--- config.mk ---
export PLATFORM = sky130hd
export DESIGN_NAME = cp0_reg
export DESIGN_NICKNAME = d
export VERILOG_FILES = /design/src/rtl/cp0_reg.sv
export SDC_FILE = /design/constraint.sdc
export NUM_CORES = 1
export LEC_CHECK = 0
export BUFFER_PORTS_ARGS = -buffer_cell sky130_fd_sc_hd__buf_4
export CORE_MARGIN = 2
export CORE_UTILIZATION = 31
export CTS_BUF_LIST = sky130_fd_sc_hd__clkbuf_4 sky130_fd_sc_hd__clkbuf_8
export CTS_CLUSTER_SIZE = 12
export DETAILED_ROUTE_END_ITERATION = 6
export SLEW_MARGIN = 20
export SYNTH_ARGS = -nofsm -noshare
export SYNTH_HDL_FRONTEND = slang
export SYNTH_SLANG_ARGS = --single-unit
--- constraint.sdc ---
create_clock -name clk -period 6.1 [get_ports clk]
set_clock_uncertainty 0.2 [all_clocks]
set_input_delay 0.915 -clock clk [delete_from_list [all_inputs] [get_ports clk]]
set_output_delay 0.915 -clock clk [all_outputs]
set_load 0.1 [all_outputs]
--- src/rtl/cp0_reg.sv ---
// Coprocessor-0 register file: exception state, mtc0/mfc0, interrupt sampling.
// Optional Count/Compare timer interrupt is compiled in with `define CP0_TIMER_INT_EN.
module cp0_reg #(
  parameter logic [31:0] RESET_STATUS = 32'h0040_0000
) (
  input  logic        clk,
  input  logic        rst,
  input  logic        we_i,
  input  logic [4:0]  waddr_i,
  input  logic [4:0]  raddr_i,
  input  logic [31:0] data_i,
  input  logic [5:0]  int_i,
  input  logic [31:0] except_type_i,
  input  logic [31:0] current_inst_addr_i,
  input  logic        is_in_delayslot_i,
  input  logic [31:0] bad_addr_i,
  output logic [31:0] data_o,
  output logic [31:0] count_o,
  output logic [31:0] compare_o,
  output logic [31:0] status_o,
  output logic [31:0] cause_o,
  output logic [31:0] epc_o,
  output logic [31:0] badvaddr_o,
  output logic        timer_int_o
);

  localparam logic [4:0] REG_BADVADDR = 5'd8;
  localparam logic [4:0] REG_COUNT    = 5'd9;
  localparam logic [4:0] REG_COMPARE  = 5'd11;
  localparam logic [4:0] REG_STATUS   = 5'd12;
  localparam logic [4:0] REG_CAUSE    = 5'd13;
  localparam logic [4:0] REG_EPC      = 5'd14;

  logic [31:0] count;
  logic [31:0] compare;
  logic [31:0] status;
  logic [31:0] cause;
  logic [31:0] epc;
  logic [31:0] badvaddr;
  logic        exc_hit;
  logic        eret_hit;
  logic        addr_exc;

  always_comb begin
    exc_hit  = 1'b0;
    addr_exc = 1'b0;
    case (except_type_i)
      32'h1, 32'h8, 32'h9, 32'ha, 32'hc: exc_hit = 1'b1;
      32'h4, 32'h5: begin
        exc_hit  = 1'b1;
        addr_exc = 1'b1;
      end
      default: ;
    endcase
    eret_hit = (except_type_i == 32'he);
  end

`ifdef CP0_TIMER_INT_EN
  logic toggle;
  logic timer_int;

  always_ff @(posedge clk) begin
    if (rst) begin
      toggle    <= 1'b0;
      timer_int <= 1'b0;
    end else begin
      toggle <= ~toggle;
      if (compare != 32'h0 && count == compare)
        timer_int <= 1'b1;
      if (we_i && waddr_i == REG_COMPARE)
        timer_int <= 1'b0;
    end
  end

  assign timer_int_o = timer_int;
`else
  assign timer_int_o = 1'b0;
`endif

  always_ff @(posedge clk) begin
    if (rst) begin
      count    <= 32'h0;
      compare  <= 32'h0;
      status   <= RESET_STATUS;
      cause    <= 32'h0;
      epc      <= 32'h0;
      badvaddr <= 32'h0;
    end else begin
      cause[15:10] <= int_i;
`ifdef CP0_TIMER_INT_EN
      cause[15] <= int_i[5] | timer_int;
      if (toggle)
        count <= count + 32'h1;
`endif
      if (we_i) begin
        case (waddr_i)
          REG_COUNT:   count      <= data_i;
          REG_COMPARE: compare    <= data_i;
          REG_STATUS:  status     <= data_i;
          REG_CAUSE:   cause[9:8] <= data_i[9:8];
          REG_EPC:     epc        <= data_i;
          default: ;
        endcase
      end
      // Exception/ERET come last so they override any mtc0 to the same field.
      if (exc_hit) begin
        if (!status[1]) begin
          if (is_in_delayslot_i) begin
            epc       <= current_inst_addr_i - 32'h4;
            cause[31] <= 1'b1;
          end else begin
            epc       <= current_inst_addr_i;
            cause[31] <= 1'b0;
          end
        end
        status[1]  <= 1'b1;
        cause[6:2] <= except_type_i[4:0];
        if (addr_exc)
          badvaddr <= bad_addr_i;
      end else if (eret_hit) begin
        status[1] <= 1'b0;
      end
    end
  end

  always_comb begin
    data_o = 32'h0;
    case (raddr_i)
      REG_BADVADDR: data_o = badvaddr;
      REG_COUNT:    data_o = count;
      REG_COMPARE:  data_o = compare;
      REG_STATUS:   data_o = status;
      REG_CAUSE:    data_o = cause;
      REG_EPC:      data_o = epc;
      default:      data_o = 32'h0;
    endcase
  end

  assign count_o    = count;
  assign compare_o  = compare;
  assign status_o   = status;
  assign cause_o    = cause;
  assign epc_o      = epc;
  assign badvaddr_o = badvaddr;

endmodule

Word-level counts from Yosys, hierarchy flattened
Index checks and enable logic that the tools add are counted.

Bits in latches: 0. Output and inout bits: 225. Word-level logic and storage cells: 55. Input port bits: 148. ROM bits: 0. Memories kept: 0. RAM bits: 0. Register bits after elaboration: 174.

Reductions and logical operators: 11. Multipliers: 0. Multiplexer cells: 13. Divide/modulo/power cells: 0. Bitwise operators: 1. $add $sub $neg: 1. Shifts and indexed selects: 0. Equal/unequal tests: 19. Order comparisons: 0.

Operators with widths (number): 32-bit one-hot mux with 6 select lines (1); 32-bit by 4-bit equality test with 1-bit output, second input constant (5); 32-bit 2-to-1 mux (5); 32-bit by 3-bit equality test with 1-bit output, second input constant (2); 5-bit by 4-bit equality test with 1-bit output, second input constant (11); 32-bit by 1-bit equality test with 1-bit output, second input constant (1); 32-bit by 3-bit subtractor with 32-bit output, second input constant (1); 2-bit AND reduction (7); 7-bit OR reduction (1); 3-bit nonzero test (2); 1-bit 2-to-1 mux (5); 2-bit 2-to-1 mux (2); 2-bit OR reduction (1); 1-bit NOT (1).

Depth between registers and ports, before layout
Depth in word-level cells: 5. Depth in mapped cells: 7. Mapped depth without buffers: 7.

Worst setup path after synthesis
No wires, ideal clock.

Path type: input -> output. Start: in raddr_i[1]. End: out data_o[10]. Data required time: 4.985 ns. Path buffers: 1. Setup slack: 2.243 ns. Stages: 5. Arrival time: 2.742 ns. Cell sequence: nand2b_1 > nor4_1 > clkbuf_1 > a22oi_1 > nand3_1.

Cells in the longest elaborated chain, start to end: 2. Elaborated cells between the ends (all ways): 7. Classes of those cells: eq/ne: 6; mux: 1.

RTL lines: from (decl) (line 10) `input logic [4:0] raddr_i,`; 5-bit by 4-bit equality test with 1-bit output (line 128) `case (raddr_i)`; 32-bit one-hot mux with 6 select lines (*) (line 128); to (decl) (line 17) `output logic [31:0] data_o,`.

Mark *: on every way between the ends. The rest lies on a longest branch, timed or not.

Worst setup path after layout
Start: in raddr_i[1]. End: out data_o[4].

Same word-level chain as after synthesis.

==> metrics.md <==
| Metric | Value |
|---|---|
| Crit path max-delay cell type | nor3_4 |
| Sequential cell area | ~3500 sq um |
| Max_slew headroom | roughly 37% |
| Die area | roughly 28000 sq um |
| Main synth FF type | dfxtp_1 |
| Critical Path RT | roughly 5000 ps |
| Placed Area | roughly 11000 sq um |
| Most frequent cell after synthesis | nand2_1 |
| CP Capture Type | primary output |
| Post-route ant nets | 0 |
| Largest stage delay on the critical path | between 600 and 700 ps |
| Final worst setup slack | around 2000 ps |
| FF-to-FF path depth | 5 |
| Total Wirelength | ~33000 um |
| Global routing's busiest layer | met2 |
| Core ar. | roughly 26000 sq um |
| Crit Reg-Reg Endpoint | epc_o[24] |
| Setup Buffers After CTS | 0 |
| Maximum clock path buffer count | 2 |
| Yosys top cell by area | dfxtp_1 |
| Seq/Total Area, Yosys | about 43% |
| Slew Viols, Final | 0 |
| Post-synth EDFFs | 0 |
| Number of DRC markers in iteration 0 | between 600 and 700 |
| CP Launch Type | primary input |
| Vias in the first global route | between 8k and 9k |
| # resized after CTS | 0 |
| Via density | slightly above 5 |
| Top cell by count, worst path | buf_4 |
| Pwr/cell area | roughly 210 nW/um^2 |
| Clk root buf | clkbuf_8 |
| Min Hold Slack | between 200 and 300 ps |
| CP Max Fanout | 20 |
| Global-route usage over all layers | 22.82% |
| Gpl congestion | 0.8126 |
| Area Overhead vs Synth | 40.24% |
| Final hold vios | 0 |
| Crit path to | data_o[4] |
| Die Height | between 150 and 200 um |
| Synth area leaders | dfxtp_1, nand2_1, a21oi_1, a22oi_1, mux2i_1 |
| RSZ-0062 raised after global routing | no |
| I/O Pins | about 370 |
| Hold Path Class | reg2reg |
| Pwr Total | roughly 2400 uW |
| Layout cell share with drive strength beyond 1 | roughly a third |
| Yosys warnings | 0 |
| DRC violations left | 0 |
| Drt pass-1 iters | 5 |
| Met1 Use GR | between 20% and 30% |
| Mean post-synth cell area | 8.399 sq um |
| Setup CP Type | in2out |
| Place WS | 2006 ps |
| # H-tree levels | 4 |
| Setup TNS | 0 ps |
| Skew-Pair Late Insertion Delay | between 400 and 500 ps |
| Rows | ~60 |
| R2R Setup Slk | about 4400 ps |
| Wire per inst | between 15 and 20 um |
| Max-cap violation count | 0 |
| Synth Register Bits | between 150 and 200 |
| Reg2reg start | status_o[1] |
| CTS tree | done |
| Starting Density | a little under a third |
| Hold_buf cts | 0 |
| GR Layer Usage met3 | 4.194% |
| GRT overflow | 0 |
| Pin count of the biggest net entering global routing | approximately 110 |
| Peak supply drop | between 100 and 150 uV |
| Synth top area share | between 40% and 50% |
| Area of all placed cells without fillers | around 11000 sq um |
| First-pass GRT wire length | approximately 49000 um |
| GRT met2 Usage | between 40% and 50% |
| Area of the multi-input gates | 4317 sq um |
| Sink Count | approximately 170 |
| Synthesized netlist cell count | a little under 1k |
| Fin crit share | between 60% and 70% |
| Outcome | finished, final reports clean |
| Crit path DAT | 3000 ps |
| Netlist cell types | between 50 and 60 |
| Buffers on Ports | 353 |
| Mapped Area | roughly 8200 sq um |
| Vias | 8455 |
| # fillers | around 2.6k |
| Die width | around 170 um |
| Critical path origin | raddr_i[1] |
| Actual slew at the worst max-slew pin | about 940 ps |
| Leakage | between 0.004 and 0.005 uW |
| Ant diodes | 0 |
| Post-synth ARST share | 0% |
| Synth cell count leaders | nand2_1, dfxtp_1, a21oi_1 |
| Initial antenna violation count | 0 |
| Worst-path clk slew | about 90 ps |
| Fmax | 243.1 MHz |
| Minimum clock period | 4114 ps |
| Crit path cell chain | buf_4 -> nand2b_1 -> nor3_4 -> buf_4 -> a22oi_1 -> nand3_1 -> buf_4 |
| Final setup vio count | 0 |
| DP HPWL | around 22000 um |
| Final #Nets | roughly 1.4k |
| Cts bufs inserted | 17 |
-- area by class of cell --
cell class | count | area share [%]
repair buffers | 369 | 24.25
clock buffers | 19 | 2.286
clock inverters | 12 | 1.499
flip-flops and latches | 174 | 30.46
multi-input cells | 720 | 37.74
well taps | 335 | 3.665
inverters | 3 | 0.09846
-- state kept, by name, summed over array words and instances (netlist names) --
register	count
epc_o	32
cause_o	14
compare_o	32
badvaddr_o	32
count_o	32
status_o	32
-- per-stage QoR --
step           util (%)  instances
2_1_floorplan         -        989
3_3_place_gp      42.45       1601
3_5_place_dp      42.47       1601
4_1_cts           44.14       1632
5_1_grt           44.14       1632
6_report          44.14       1632
-- critical path, delay by kind of cell --
| family | cells | cell delay (ps) |
|---|---|---|
| compound gates | 1 | 160 |
| buf+inv | 3 | 860 |
| simple gates | 3 | 1040 |
-- cell usage in the layout, fill, tap and decap left out, types with 19 or more instances in the layout --
| cell | count |
|---|---|
| a211oi_1 | 53 |
| mux2i_1 | 41 |
| nand2_1 | 217 |
| a22oi_1 | 60 |
| a21oi_1 | 97 |
| conb_1 | 19 |
| clkbuf_8 | 19 |
| nor2b_1 | 34 |
| buf_4 | 368 |
| dfxtp_1 | 174 |
| nor2_1 | 52 |
-- power by group --
| part | total, uW | switching, uW | leakage, uW | internal (uW) |
|---|---|---|---|---|
| Clock | 900 | 463 | 0.000214 | 437 |
| Sequential | 1150 | 6.94 | 0.00140 | 1140 |
| Combinational | 306 | 211 | 0.00304 | 95.3 |
-- logic make-up after synthesis --
family / after synthesis / share of synthesized area [%]
compound gates: 243 / 20.17
flops: 174 / 42.71
mux: 47 / 5.861
other cells: 1 / 0.04598
buf+inv: 95 / 5.830
simple gates: 385 / 22.54
fa+ha+maj: 1 / 0.1534
xor+xnor: 25 / 2.685
-- per-layer routing --
layer | routed length [um] | vias to the layer above
met5 | 0 | -
met4 | 565 | 0
met3 | 2003 | 28
li1 | - | 4045
met1 | 13730 | 4042
met2 | 16330 | 340
-- how the worst min path moves through the flow --
stage	end	depth (start not counted)	startpoint	slack, ps
6_report	compare_o[7]	2	compare_o[7]	280
2_1_floorplan	count_o[31]	2	count_o[31]	690
5_1_grt	compare_o[24]	2	compare_o[24]	300
3_5_place_dp	compare_o[9]	2	compare_o[9]	270
3_3_place_gp	compare_o[28]	2	compare_o[28]	260
4_1_cts	compare_o[9]	2	compare_o[9]	280
Note: power is estimated with default switching activity, not from simulation.
